<file path="config.mk">
export PLATFORM = sky130hd
export DESIGN_NAME = bcd_countdown_ctrl
export DESIGN_NICKNAME = d
export VERILOG_FILES = /design/src/rtl/bcd_ctrl_pkg.sv /design/src/rtl/bcd_tick_gen.sv /design/src/rtl/bcd_countdown_ctrl.sv
export SDC_FILE = /design/constraint.sdc
export NUM_CORES = 1
export LEC_CHECK = 0
export ABC_AREA = 0
export BUFFER_PORTS_ARGS = -buffer_cell sky130_fd_sc_hd__clkbuf_2
export CAP_MARGIN = 20
export CORE_ASPECT_RATIO = 1.5
export CORE_UTILIZATION = 55
export CTS_CLUSTER_DIAMETER = 200
export CTS_CLUSTER_SIZE = 28
export DETAILED_ROUTE_END_ITERATION = 12
export PLACE_DENSITY = 0.91
export SYNTH_ARGS = -nofsm -noshare
export SYNTH_HDL_FRONTEND = slang
export SYNTH_SLANG_ARGS = --single-unit
export TNS_END_PERCENT = 100
</file>
<file path="constraint.sdc">
create_clock -name CLK -period 4 [get_ports CLK]
set_input_delay 0.4 -clock CLK [delete_from_list [all_inputs] [get_ports CLK]]
set_output_delay 0.4 -clock CLK [all_outputs]
set_load 0.02 [all_outputs]
</file>
<file path="src/rtl/bcd_ctrl_pkg.sv">
// Shared types and helpers for the BCD countdown controller.
// Latency: n/a (definitions only).
// Backpressure: n/a.
package bcd_ctrl_pkg;

    localparam int BCD_DWL = 4;
    localparam logic [BCD_DWL-1:0] BCD_MAX = 4'd9;

    typedef enum logic [2:0] {
        ST_IDLE  = 3'd0,
        ST_LOAD  = 3'd1,
        ST_RUN   = 3'd2,
        ST_PAUSE = 3'd3,
        ST_DONE  = 3'd4
    } bcd_state_e;

    // A digit is legal BCD when it does not exceed 9.
    function automatic logic bcd_digit_ok(input logic [BCD_DWL-1:0] d);
        return (d <= BCD_MAX);
    endfunction

endpackage

</file>
<file path="src/rtl/bcd_tick_gen.sv">
// Prescaler: counts 0..PRESCALE-1 while RUN is high, TICK marks the last count.
// Latency: TICK is combinational from the registered count.
// Backpressure: none; RUN low freezes the count, CLEAR forces it to zero.
module bcd_tick_gen #(
    parameter int PRESCALE = 100000
) (
    input  logic CLK,
    input  logic CLR_N,
    input  logic CLEAR,
    input  logic RUN,
    output logic TICK
);

    localparam int CW = $clog2(PRESCALE);
    localparam logic [CW-1:0] LAST = CW'(PRESCALE - 1);

    logic [CW-1:0] cnt_q;
    logic [CW-1:0] cnt_d;

    // Next count: clear wins, otherwise advance and wrap while running, else hold.
    always_comb begin
        cnt_d = cnt_q;
        if (CLEAR) begin
            cnt_d = '0;
        end else if (RUN) begin
            cnt_d = (cnt_q == LAST) ? '0 : cnt_q + 1'b1;
        end
    end

    // Count register.
    always_ff @(posedge CLK or negedge CLR_N) begin
        if (!CLR_N) begin
            cnt_q <= '0;
        end else begin
            cnt_q <= cnt_d;
        end
    end

    assign TICK = (cnt_q == LAST);

endmodule

</file>
<file path="src/rtl/bcd_countdown_ctrl.sv">
// Sequencer for a chain of BCD down-counters: preset load, prescaled borrow-cascade enables, stop at zero.
// Latency: START sampled -> DIG_LOAD next cycle -> RUN with preset digits the cycle after.
// Backpressure: none; STOP pauses/aborts, optional BCD_AUTO_RELOAD_EN restarts from DONE.
module bcd_countdown_ctrl
    import bcd_ctrl_pkg::*;
#(
    parameter int DWL      = 4,
    parameter int NDIG     = 4,
    parameter int PRESCALE = 100000
) (
    input  logic                CLK,
    input  logic                CLR_N,
    input  logic                START,
    input  logic                STOP,
    input  logic [NDIG*DWL-1:0] PRESET,
    input  logic [NDIG*DWL-1:0] DIG_Q,
    output logic                DIG_LOAD,
    output logic [NDIG*DWL-1:0] DIG_D,
    output logic [NDIG-1:0]     DIG_ENABLE,
    output logic                DIG_UP,
    output logic                BUSY,
    output logic                DONE,
    output logic                ERR
);

    bcd_state_e          state_q, state_d;
    logic                dig_load_q, dig_load_d;
    logic [NDIG*DWL-1:0] dig_d_q, dig_d_d;
    logic                done_q, done_d;
    logic                err_q, err_d;

    logic preset_ok;
    logic allzero;
    logic tick;
    logic run_tick;

    bcd_tick_gen #(
        .PRESCALE (PRESCALE)
    ) u_tick (
        .CLK   (CLK),
        .CLR_N (CLR_N),
        .CLEAR (state_q == ST_LOAD),
        .RUN   (state_q == ST_RUN),
        .TICK  (tick)
    );

    // Preset legality: every digit must be 0..9.
    always_comb begin
        preset_ok = 1'b1;
        for (int i = 0; i < NDIG; i++) begin
            if (!bcd_digit_ok(PRESET[i*DWL +: DWL])) begin
                preset_ok = 1'b0;
            end
        end
    end

    assign allzero  = (DIG_Q == '0);
    assign run_tick = (state_q == ST_RUN) && tick && !allzero;

    // Borrow cascade: a digit counts when every lower digit is already zero.
    always_comb begin
        logic lower_zero;
        lower_zero = 1'b1;
        DIG_ENABLE = '0;
        for (int i = 0; i < NDIG; i++) begin
            DIG_ENABLE[i] = run_tick && lower_zero;
            if (DIG_Q[i*DWL +: DWL] != '0) begin
                lower_zero = 1'b0;
            end
        end
    end

    // Control FSM; STOP has priority over START when idle, zero has priority over STOP when running.
    always_comb begin
        state_d    = state_q;
        dig_load_d = 1'b0;
        dig_d_d    = dig_d_q;
        err_d      = err_q;
        case (state_q)
            ST_IDLE, ST_DONE: begin
                if (STOP) begin
                    state_d = ST_IDLE;
                end else if (START) begin
                    if (preset_ok) begin
                        dig_d_d    = PRESET;
                        err_d      = 1'b0;
                        state_d    = ST_LOAD;
                        dig_load_d = 1'b1;
                    end else begin
                        err_d = 1'b1;
                    end
`ifdef BCD_AUTO_RELOAD_EN
                end else if (state_q == ST_DONE) begin
                    // Periodic mode: reload the held preset without user action.
                    state_d    = ST_LOAD;
                    dig_load_d = 1'b1;
`endif
                end
            end
            ST_LOAD: begin
                state_d = ST_RUN;
            end
            ST_RUN: begin
                if (allzero) begin
                    state_d = ST_DONE;
                end else if (STOP) begin
                    state_d = ST_PAUSE;
                end
            end
            ST_PAUSE: begin
                if (STOP) begin
                    state_d = ST_IDLE;
                end else if (START) begin
                    state_d = ST_RUN;
                end
            end
            default: begin
                state_d = ST_IDLE;
            end
        endcase
        done_d = (state_d == ST_DONE) && (state_q != ST_DONE);
    end

    // Registered state and strobes.
    always_ff @(posedge CLK or negedge CLR_N) begin
        if (!CLR_N) begin
            state_q    <= ST_IDLE;
            dig_load_q <= 1'b0;
            dig_d_q    <= '0;
            done_q     <= 1'b0;
            err_q      <= 1'b0;
        end else begin
            state_q    <= state_d;
            dig_load_q <= dig_load_d;
            dig_d_q    <= dig_d_d;
            done_q     <= done_d;
            err_q      <= err_d;
        end
    end

    assign DIG_LOAD = dig_load_q;
    assign DIG_D    = dig_d_q;
    assign DIG_UP   = 1'b0;
    assign BUSY     = (state_q == ST_LOAD) || (state_q == ST_RUN) || (state_q == ST_PAUSE);
    assign DONE     = done_q;
    assign ERR      = err_q;

endmodule

</file>
Word level (Yosys, flattened, before mapping)
Index checks and enable logic that the tools add are counted.

word-level totals
  output and inout bits = 25
  word-level logic and storage cells = 60
  flip-flop bits (word level) = 39

cells by class
  order comparisons = 4
  bitwise operators = 1
  equality and inequality tests = 7
  multiplexer cells = 23
  reductions and logical operators = 18
  add/subtract/negate cells = 1

operator list
  kind                     number
  $mux W17                 3
  $mux W3                  7
  $add A17 B1 Y17 const B  1
  $eq A17 B17 Y1 const B   1
  $le A4 B4 Y1 const B     4
  $logic_not A16 Y1        1
  $mux W1                  12
  $pmux W3 S4              1
  $reduce_bool A4 Y1       3
  $eq A3 B2 Y1 const B     2
  $eq A3 B3 Y1 const B     2
  $logic_and A1 B1 Y1      6
  $reduce_and A4 Y1        1
  $eq A3 B1 Y1 const B     1
  $logic_not A3 Y1         1
  $ne A3 B3 Y1 const B     1
  $reduce_and A3 Y1        1
  $logic_or A1 B1 Y1       2
  $reduce_bool A2 Y1       1
  $reduce_or A2 Y1         1
  $logic_not A1 Y1         1
  $not A1 Y1               1

Logic depth before layout (Yosys ltp)
  depth in word-level cells = 11
  gate-level depth with buffers = 7
  mapped depth without buffers = 6

By module
Synthesis repeated with hierarchy kept, for this count alone.

second synthesis, totals
  cells, all modules = 179
  area, all modules = 2,042.0 µm²

by module, submodules not included
  module              cells an instance  instances  sequential area each (µm²)  area each (µm²)
  bcd_countdown_ctrl  80                 1          550.5                       1,027.2
  bcd_tick_gen        99                 1          425.4                       1,014.7

Least setup slack after synthesis
No wires, ideal clock.

  path type = register -> output
  start = register u_tick.cnt_q[12]
  end = output port DIG_ENABLE[3]
  arrival = 1,866 ps
  required time = 3,600 ps
  setup slack = 1,734 ps
  buffers on the path = 1
  cell stages (with the launch flop) = 6
  cell sequence = dfrtp_1 > or4b_4 > nor4_4 > buf_6 > nand2_1 > nor3_1

between the ends
  longest elaborated chain between the ends = 4

ends and longest elaborated chain
  item                               RTL line                  RTL
  from (decl)                        bcd_tick_gen.sv:17        logic [CW-1:0] cnt_q;
  from (signal assigned)             bcd_tick_gen.sv:35        cnt_q <= cnt_d;
  $eq A17 B17 Y1                     bcd_tick_gen.sv:39        assign TICK = (cnt_q == LAST);
  $logic_and A1 B1 Y1 (2 in series)  bcd_countdown_ctrl.sv:58  assign run_tick = (state_q == ST_RUN) && tick && !allzero;
  $logic_and A1 B1 Y1                bcd_countdown_ctrl.sv:66  DIG_ENABLE[i] = run_tick && lower_zero;
  to (decl)                          bcd_countdown_ctrl.sv:19  output logic [NDIG-1:0] DIG_ENABLE,

Every way passes these cells.

Worst setup path after layout
  start = register u_tick.cnt_q[12]
  end = output port DIG_ENABLE[2]

Same word-level chain as after synthesis.

==> impl_results.md <==
* Nets at between 200 and 300
* CORE AREA at around 3400 um^2
* Fin crit share at 0.702
* Worst-case clock buffer depth at 2
* Total GRT Usage at 0.289
* Core Util, Final at 0.707
* Area of the mapped netlist at 1970 um^2
* Global-route wire length before repair at 8000 um
* Power Density at 635 nW/um^2
* Leak Pwr at ~1.2 nW
* Max-cap violations at 0
* Syn_nets at 235
* Initial Utilization at 0.577
* Ys Warns at 0
* Arrival @ worst endpoint at 2.41 ns
* 1st-pass router iterations at 4
* Post-detail-place hpwl at 3580 um
* # DRC at 0
* Cts bufs inserted at 5
* Die Wd at roughly 51 um
* Final Hold Viols at 0
* Clk_skew at 0.00556 ns
* Clk slew on worst S/H paths at 0.08 ns
* Critical Path Start Type: flip-flop
* Clock Root Buffer: clkbuf_8
* Initial DRC Count at 48
* Vias in the first global route at roughly 1,800
* Total power at between 1.5 and 2 mW
* Slew margin rel. at 0.352
* Gr ovfl total at 0
* Largest net degree at the start of global routing at 40
* RSZ-0062 raised after global routing: no
* Worst Hold Class: input port to flip-flop
* FFs w/ async S/R, synth at 1.00
* Placer Congestion at 0.910
* Slew Limit Fails at 0
* Post-Synthesis Cells at between 150 and 200
* # rows at 26
* Clock latency at the later pin of the worst-skew pair at 0.29 ns
* IO Pins at 61
* PortBufs at 59
* Post-synth cell types at 37
* Die height at between 70 and 80 um
* Clock Sinks at 39
* Synthesis-stage register bit count at 39
* Final setup violating endpoints at 0
* Synth-to-layout area growth at 22.5%
* Max Fclk at 356 MHz
* Least-Margin Pin Slew at 0.972 ns
* Status: finished clean
* Worst Path Required at 3.60 ns
* Antenna Nets Post-Route at 0
* Drt wl/cell at 16.2 um
* Total Wirelength at roughly 4800 um
* Fin crit period at between 2 and 3 ns
* EDFF count, synth at 0
* Antenna cells at 0
* Seq/Total Area, Yosys at 0.495
* Layout cell share with drive strength beyond 1 at 0.340
* Setup Crit Path Kind: flip-flop to output port
* Main flop type after synthesis: dfrtp_1
* Setup TNS at 0 ns
* Postcts setup bufs at 0
* H-tree depth at 2
* Vias post-DR at ~1,800
* CP max FO at 11
* Via density at 6.09
* Die ar. at 3830 um^2
* VDD IR max at 456 uV
* Mean Syn Cell Area at roughly 10 um^2
* Initial antenna violation count at 0
* CTS tree: yes
* CP endpoint kind: output port
placed cells by master (no fill, tap or decap), types with 2 or more instances in the layout:
cell        n
and4_1      2
clkbuf_8    5
nand4_1     5
nor4_1      7
nand2_1    18
o21ai_0     9
a21oi_1    13
and3_1      3
bufinv_16   2
inv_1       3
dfrtp_1    39
nor2_1     15
nor3_1      7
and2_1      2
clkbuf_2   59
a41oi_1     2
or3_1       3
nand2b_1    4
mux2_2     16
a31oi_1    17
nand3_1     8
synthesized netlist by cell type, types with 3 or more instances:
cell type	number	area share
clkbuf_1	4	0.0076
nand4_1	5	0.016
a21oi_1	13	0.033
nor4_1	7	0.022
dfrtp_1	39	0.49
nand2_1	18	0.034
a31oi_1	17	0.054
nor2_1	15	0.029
o21ai_0	9	0.023
or3_1	3	0.0095
mux2_2	16	0.091
inv_1	3	0.0057
nand2b_1	4	0.013
and3_1	3	0.0095
nor3_1	7	0.018
nand3_1	8	0.020
flip-flops by register name, summed over array words and instances (netlist names):
register and flops:
u_tick.cnt_q 17, DIG_D 16, state_q 3, DIG_LOAD 1, DONE 1, ERR 1
worst paths after layout:
check	cells after the start	start	endpoint	slack, ns
worst max register to register	5	u_tick.cnt_q[12]	u_tick.cnt_q[12]	1.62
worst min-delay path	2	PRESET[8]	DIG_D[8]	0.34
worst min register to register	1	u_tick.cnt_q[16]	u_tick.cnt_q[16]	0.49
min in group asynchronous	2	CLR_N	u_tick.cnt_q[12]	0.45
max in group asynchronous	3	CLR_N	u_tick.cnt_q[15]	3.14
worst max-delay path	5	u_tick.cnt_q[12]	DIG_ENABLE[2]	1.19
critical path, cell delays in order (launching register included):
cell and delay (ns):
dfrtp_1 0.43, or4b_4 0.57, nor4_4 0.52, and3_4 0.28, and3_1 0.16, clkbuf_2 0.17
per-stage QoR:
stage	instances	cell area [um^2]	setup WS, ns	hold WS, ns
after detailed placement	288	2250	1.52	0.484
after global placement	288	2250	1.55	0.487
after floorplan	198	1970	1.73	0.104
final	298	2420	1.19	0.343
after CTS	296	2390	1.19	0.269
after global routing	298	2420	1.11	0.338
report_power, final:
part / switching, mW / internal [mW] / leakage [nW] / total (mW)
Clock: 0.135 / 0.249 / 0.0654 / 0.385
Combinational: 0.349 / 0.203 / 0.607 / 0.551
Sequential: 0.0942 / 0.504 / 0.511 / 0.598
Total: 0.578 / 0.956 / 1.18 / 1.53
layout make-up:
type / count / area (um^2)
Inverter: 3 / 11.3
Clock buffer: 6 / 72.6
Clock inverter: 2 / 60.1
Multi-Input combinational cell: 145 / 918
Fill cell: 277 / 1000
Tap cell: 42 / 52.6
Sequential cell: 39 / 976
Timing Repair Buffer: 61 / 325
cells by family (layout without fill, tap and decap cells):
kind of cell	after synthesis	after routing	synth area share
compound gates	46	46	0.139
mux	17	17	0.0964
other cells	1	1	0.00190
buf+inv	14	72	0.0393
flops	39	39	0.495
simple gates	80	80	0.222
fa+ha+maj	1	1	0.00634
metal layers:
| metal | vias up | wire (um) | track usage |
|---|---|---|---|
| met4 | 0 | 163 | 0.170 |
| met5 | - | 0 | 0 |
| li1 | 853 | - | - |
| met2 | 79 | 2630 | 0.536 |
| met3 | 16 | 225 | 0.0499 |
| met1 | 866 | 1800 | 0.305 |
timing repair:
action | CTS | global route
hold buffers | 0 | 1
gates resized for setup | 0 | 0
endpoints found under the hold margin | 0 | 3
Power figures use the tool's default switching activity.
